===== config.mk =====
export PLATFORM = sky130hd
export DESIGN_NAME = crc32_frame_ctrl
export DESIGN_NICKNAME = d
export VERILOG_FILES = /design/src/rtl/crc32_frame_ctrl.sv
export SDC_FILE = /design/constraint.sdc
export NUM_CORES = 1
export LEC_CHECK = 0
export CAP_MARGIN = 15
export CORE_ASPECT_RATIO = 1.2
export CORE_MARGIN = 1
export CORE_UTILIZATION = 35
export CTS_CLUSTER_SIZE = 16
export DETAILED_ROUTE_END_ITERATION = 8
export GPL_ROUTABILITY_DRIVEN = 0
export PLACE_DENSITY = 0.59
export SLEW_MARGIN = 15
export SYNTH_ARGS = -nofsm -noshare
export SYNTH_HDL_FRONTEND = slang
export SYNTH_HIERARCHICAL = 1
export SYNTH_SLANG_ARGS = --single-unit

===== constraint.sdc =====
create_clock -name clk_i -period 15.55 [get_ports clk_i]
set_input_delay 3.11 -clock clk_i [delete_from_list [all_inputs] [get_ports clk_i]]
set_output_delay 3.11 -clock clk_i [all_outputs]
set_load 0.02 [all_outputs]

===== src/rtl/crc32_frame_ctrl.sv =====
// Frame CRC-32 sequencer: seeds, folds words/tail bytes, reports CRC, residue flag, byte count.
// Latency: result valid 1 cycle after a full/empty last word, 1+n cycles after an n-byte tail.
// Backpressure: s_ready_o drops during tail bytes and while a result waits for crc_ready_i.

// Combinational reflected CRC-32 step over one 32-bit word, byte 0 (bits[7:0]) first.
module crc32_word_core (
  input  logic [31:0] crc_i,
  input  logic [31:0] data_i,
  output logic [31:0] crc_o
);
  localparam logic [31:0] POLY = 32'hEDB88320;

  logic [31:0] acc;

  // Fold all 32 input bits into the register, one right shift per bit.
  always_comb begin
    acc = crc_i ^ data_i;
    for (int i = 0; i < 32; i++) begin
      acc = acc[0] ? ((acc >> 1) ^ POLY) : (acc >> 1);
    end
    crc_o = acc;
  end
endmodule

module crc32_frame_ctrl #(
  parameter int LEN_W = 16
) (
  input  logic             clk_i,
  input  logic             rst_i,
  input  logic             s_valid_i,
  output logic             s_ready_o,
  input  logic [31:0]      s_data_i,
  input  logic [3:0]       s_keep_i,
  input  logic             s_last_i,
  output logic             crc_valid_o,
  input  logic             crc_ready_i,
  output logic [31:0]      crc_o,
  output logic             crc_ok_o,
  output logic [LEN_W-1:0] byte_cnt_o
);
  localparam logic [31:0] POLY    = 32'hEDB88320;
  localparam logic [31:0] SEED    = 32'hFFFFFFFF;
  localparam logic [31:0] RESIDUE = 32'hDEBB20E3;

  typedef enum logic [1:0] {IDLE, RUN, TAIL, DONE} state_t;

  state_t           state_q, state_d;
  logic [31:0]      crc_q, crc_d;
  logic [LEN_W-1:0] cnt_q, cnt_d;
  logic [31:0]      tail_q, tail_d;
  logic [1:0]       rem_q, rem_d;
  logic [31:0]      res_crc_q, res_crc_d;
  logic             res_ok_q, res_ok_d;
  logic [LEN_W-1:0] res_cnt_q, res_cnt_d;

  logic [31:0]      core_out;
  logic [2:0]       tail_n;
  logic             xfer;

  // Single shared word core; the tail path uses byte_step below instead.
  crc32_word_core u_core (
    .crc_i  (crc_q),
    .data_i (s_data_i),
    .crc_o  (core_out)
  );

  // One byte folded into the low end of the register, LSB first.
  function automatic logic [31:0] byte_step(input logic [31:0] c_in, input logic [7:0] b);
    logic [31:0] c;
    c = c_in ^ {24'd0, b};
    for (int i = 0; i < 8; i++) begin
      c = c[0] ? ((c >> 1) ^ POLY) : (c >> 1);
    end
    return c;
  endfunction

  // Counter add that sticks at all-ones instead of wrapping.
  function automatic logic [LEN_W-1:0] sat_add(input logic [LEN_W-1:0] a, input logic [2:0] inc);
    logic [LEN_W:0] sum;
    sum = {1'b0, a} + {{(LEN_W-2){1'b0}}, inc};
    return sum[LEN_W] ? {LEN_W{1'b1}} : sum[LEN_W-1:0];
  endfunction

  // Ready is gated by reset so it is low during the reset cycle itself.
  assign s_ready_o   = !rst_i && ((state_q == IDLE) || (state_q == RUN));
  assign xfer        = s_valid_i && s_ready_o;
  assign crc_valid_o = (state_q == DONE);
  assign crc_o       = res_crc_q;
  assign crc_ok_o    = res_ok_q;
  assign byte_cnt_o  = res_cnt_q;

  // Tail length from the highest set keep bit; lower bits are assumed contiguous.
  always_comb begin
    tail_n = 3'd0;
    if (s_keep_i[3])      tail_n = 3'd4;
    else if (s_keep_i[2]) tail_n = 3'd3;
    else if (s_keep_i[1]) tail_n = 3'd2;
    else if (s_keep_i[0]) tail_n = 3'd1;
  end

  // Next-state, CRC/count update and result capture on entry to DONE.
  always_comb begin
    state_d   = state_q;
    crc_d     = crc_q;
    cnt_d     = cnt_q;
    tail_d    = tail_q;
    rem_d     = rem_q;
    res_crc_d = res_crc_q;
    res_ok_d  = res_ok_q;
    res_cnt_d = res_cnt_q;

    case (state_q)
      IDLE, RUN: begin
        if (xfer) begin
          if (!s_last_i) begin
            crc_d   = core_out;
            cnt_d   = sat_add(cnt_q, 3'd4);
            state_d = RUN;
          end else if (tail_n == 3'd4) begin
            crc_d   = core_out;
            cnt_d   = sat_add(cnt_q, 3'd4);
            state_d = DONE;
          end else if (tail_n == 3'd0) begin
            state_d = DONE;
          end else begin
            tail_d  = s_data_i;
            rem_d   = tail_n[1:0];
            cnt_d   = sat_add(cnt_q, tail_n);
            state_d = TAIL;
          end
        end
      end
      TAIL: begin
        crc_d  = byte_step(crc_q, tail_q[7:0]);
        tail_d = tail_q >> 8;
        rem_d  = rem_q - 2'd1;
        if (rem_q == 2'd1) state_d = DONE;
      end
      DONE: begin
        if (crc_ready_i) begin
          state_d = IDLE;
          crc_d   = SEED;
          cnt_d   = '0;
        end
      end
      default: state_d = IDLE;
    endcase

    if ((state_d == DONE) && (state_q != DONE)) begin
      res_crc_d = ~crc_d;
      res_ok_d  = (crc_d == RESIDUE);
      res_cnt_d = cnt_d;
    end
  end

  // State and datapath registers with synchronous reset.
  always_ff @(posedge clk_i) begin
    if (rst_i) begin
      state_q   <= IDLE;
      crc_q     <= SEED;
      cnt_q     <= '0;
      tail_q    <= '0;
      rem_q     <= '0;
      res_crc_q <= '0;
      res_ok_q  <= 1'b0;
      res_cnt_q <= '0;
    end else begin
      state_q   <= state_d;
      crc_q     <= crc_d;
      cnt_q     <= cnt_d;
      tail_q    <= tail_d;
      rem_q     <= rem_d;
      res_crc_q <= res_crc_d;
      res_ok_q  <= res_ok_d;
      res_cnt_q <= res_cnt_d;
    end
  end
endmodule


==> metrics.txt <==
Post-synth EDFFs 0; final period demand of the worst path 8.32 ns; area of all sequential standard cells 0.00266 mm^2; class of the tightest hold or removal check flip-flop to flip-flop; yosys synthesis warning count 6; post-synthesis cell count 1,141; GR Util All Layers around 22%; detailed-routing iteration count for the pre-antenna-repair pass 6; Setup Buffers After CTS 0; post-synthesis to final-layout area growth 16.8%; die height 195 um; Worst R2R Path Depth 13; Port Buffers 91; most area-hungry cell type in the Yosys netlist sky130_fd_sc_hd__dfxtp_1; fin nets between 1k and 1.5k; most frequent cells after synthesis 168 x sky130_fd_sc_hd__xnor2_1, 133 x sky130_fd_sc_hd__dfxtp_1, 125 x sky130_fd_sc_hd__nor2_1; Overflow after GRT 0; Wirelength per Cell 21.4 um; diodes inserted 0; Total Neg Setup Slack 0 ns; layout cell share with drive strength beyond 1 10.4%; maximum number of pins on one net before global-route repair 73; clock tree from TritonCTS yes; pins over their slew limit 0; Post-DP HPWL around 26 mm; result of the run completed; row count 70; post-CTS sizing 0; ordered cell list for the critical path clkdlybuf4s50_1, xnor2_4, xnor3_2, xnor3_1, xnor2_2, xnor3_2, xnor3_1, xnor2_1, mux2i_1, a221oi_1, nand3_1, nor4_1, nand4_1, o21ai_1; worst clock skew on the final layout 0.00735 ns; worst hold path cell count 2; required time of the critical path approximately 16 ns; data arrival at the endpoint of the critical path ~8.7 ns; vias in the first global route 8,555; Avg Inst Size Synth 9.48 um^2; setup repair after global routing missed its margin false; # DRC 0; most frequent cell after synthesis sky130_fd_sc_hd__xnor2_1; Num Clock Sinks about 130; number of different library cells in the post-synthesis netlist 69; achievable clock frequency 120 MHz; final cycle utilization of the critical path 53.5%; post-synthesis instance area 0.0108 mm^2; detailed-route vias per instance 5.40; end of the worst register-to-register path crc_ok_o; initial antenna violation count 1; area of the core region 0.0305 mm^2; synthesized netlist net count 1,188; Root Buffer Master sky130_fd_sc_hd__clkbuf_16; Worst setup SP type input pin; Final setup violation count 0; launching element of the worst setup path s_data_i[4]; hold buffers post-CTS 0; clock buffer count from CTS 17; Most used DFF post-synth sky130_fd_sc_hd__dfxtp_1; die footprint 0.0316 mm^2; post-synth top area share 24.6%; total of fill cells in the finished design 3,040; hold_ws around 0.46 ns; via total after detailed routing 8,646; Critical Setup Path Class input pin to flip-flop; critical path capture point crc_ok_o; clk buf depth 2; footprint of the multi-input gates 0.00789 mm^2; drt total wl 34.2 mm; Placement Setup Slack ~7 ns; post-synthesis sequential area ratio about 25%; largest stage delay on the critical path 0.71 ns; number of synthesized register bits between 100 and 150; Initial Util ~35%; 1st-iter DRT viols 587; Slew @ Worst Pin 1.07 ns; R2R Setup Slk 9.88 ns; post-detailed-route count of antenna-violating nets 0; count of pins on the block boundary 92; die width about 160 um; cell with the largest stage delay on the worst path sky130_fd_sc_hd__a221oi_1; headroom to the max-slew limit 28.6%; number of levels in the clock H-tree 4; dominant cells by area after synthesis sky130_fd_sc_hd__dfxtp_1 25%, sky130_fd_sc_hd__xnor2_1 14%, sky130_fd_sc_hd__xnor3_1 10%; clock latency on the worst-skew pair approximately 0.44 ns; CTS clock-pin slew for the worst setup and hold paths 0.06 ns; startpoint of the lowest-slack register-to-register path crc_q[0]; largest driver fanout on the critical path 7; fraction of synthesis flops using an asynchronous set or reset pin 0%; first-pass GRT wire length 52.8 mm; nature of the critical path endpoint flip-flop; final hold violation count 0; max-capacitance violation count 0; post-route setup slack about 7.2 ns
==> logic make-up after synthesis <==
| group | after synthesis | synth area share (%) |
|---|---|---|
| AND/OR/NAND/NOR | 380 | 16.6 |
| XOR/XNOR | 339 | 41.6 |
| AO/OA/AOI/OAI | 202 | 12.9 |
| flip-flops | 133 | 24.6 |
| buffers and inverters | 72 | 2.56 |
| multiplexers | 9 | 0.879 |
| adder cells (fa/ha/maj) | 6 | 0.764 |
==> stage by stage <==
stage	instance area [um^2]	util (%)	std cells
floorplan	10800	-	1141
global placement	12000	39.5	1568
detailed placement	12000	39.5	1568
CTS	12600	41.4	1600
global route	12600	41.4	1600
finish	12600	41.4	1600
==> sequential cells by signal (all words and copies together) (netlist names) <==
signal      cells
cnt_q          16
tail_q         32
state_q         2
crc_ok_o        1
crc_q          32
rem_q           2
byte_cnt_o     16
crc_o          32
==> worst max-delay path, delay by kind of cell <==
family / cells / cell delay, ns
XOR/XNOR: 7 / 3.15
AND/OR/NAND/NOR: 3 / 0.92
AO/OA/AOI/OAI: 2 / 0.86
buffers and inverters: 1 / 0.54
multiplexers: 1 / 0.12
==> worst min-delay path by stage <==
stage / from / endpoint / slack, ns
floorplan: tail_q[24] / tail_q[24] / 0.44
global placement: tail_q[28] / tail_q[28] / 0.44
detailed placement: tail_q[31] / tail_q[31] / 0.45
CTS: tail_q[31] / tail_q[31] / 0.46
global route: tail_q[28] / tail_q[28] / 0.48
finish: tail_q[31] / tail_q[31] / 0.46
==> area by class of cell <==
cell class / instances / area share [%]
clock inverter: 13 / 1.16
tap: 396 / 3.92
sequential: 133 / 21.1
multi-input combinational: 936 / 62.5
clock buffer: 19 / 3.59
timing repair buffer: 99 / 7.67
inverter: 4 / 0.119
==> layer usage <==
metal / vias to the layer above / wire length (um) / GRT usage [%]
li1: 4090 / - / -
met1: 4171 / 14000 / 27.5
met2: 318 / 16800 / 37.5
met3: 67 / 2070 / 3.82
met4: 0 / 1360 / 9.96
met5: - / 0 / 0
==> cells in the final DEF (no fill, tap or decap), types with 28 or more instances in the layout <==
| master | n |
|---|---|
| sky130_fd_sc_hd__xnor2_1 | 168 |
| sky130_fd_sc_hd__dfxtp_1 | 133 |
| sky130_fd_sc_hd__nor2_1 | 125 |
| sky130_fd_sc_hd__nand2_1 | 103 |
| sky130_fd_sc_hd__clkdlybuf4s50_1 | 90 |
| sky130_fd_sc_hd__xor2_1 | 60 |
| sky130_fd_sc_hd__xnor3_1 | 50 |
| sky130_fd_sc_hd__a21oi_1 | 47 |
| sky130_fd_sc_hd__nor3_1 | 31 |
| sky130_fd_sc_hd__a311oi_1 | 30 |
| sky130_fd_sc_hd__a211oi_1 | 29 |
| sky130_fd_sc_hd__nand3_1 | 29 |
| sky130_fd_sc_hd__o21ai_0 | 28 |
Power is left out: the tool's default activity adds up to more than one toggle a clock period on the data nets, which glitch-free logic cannot reach.
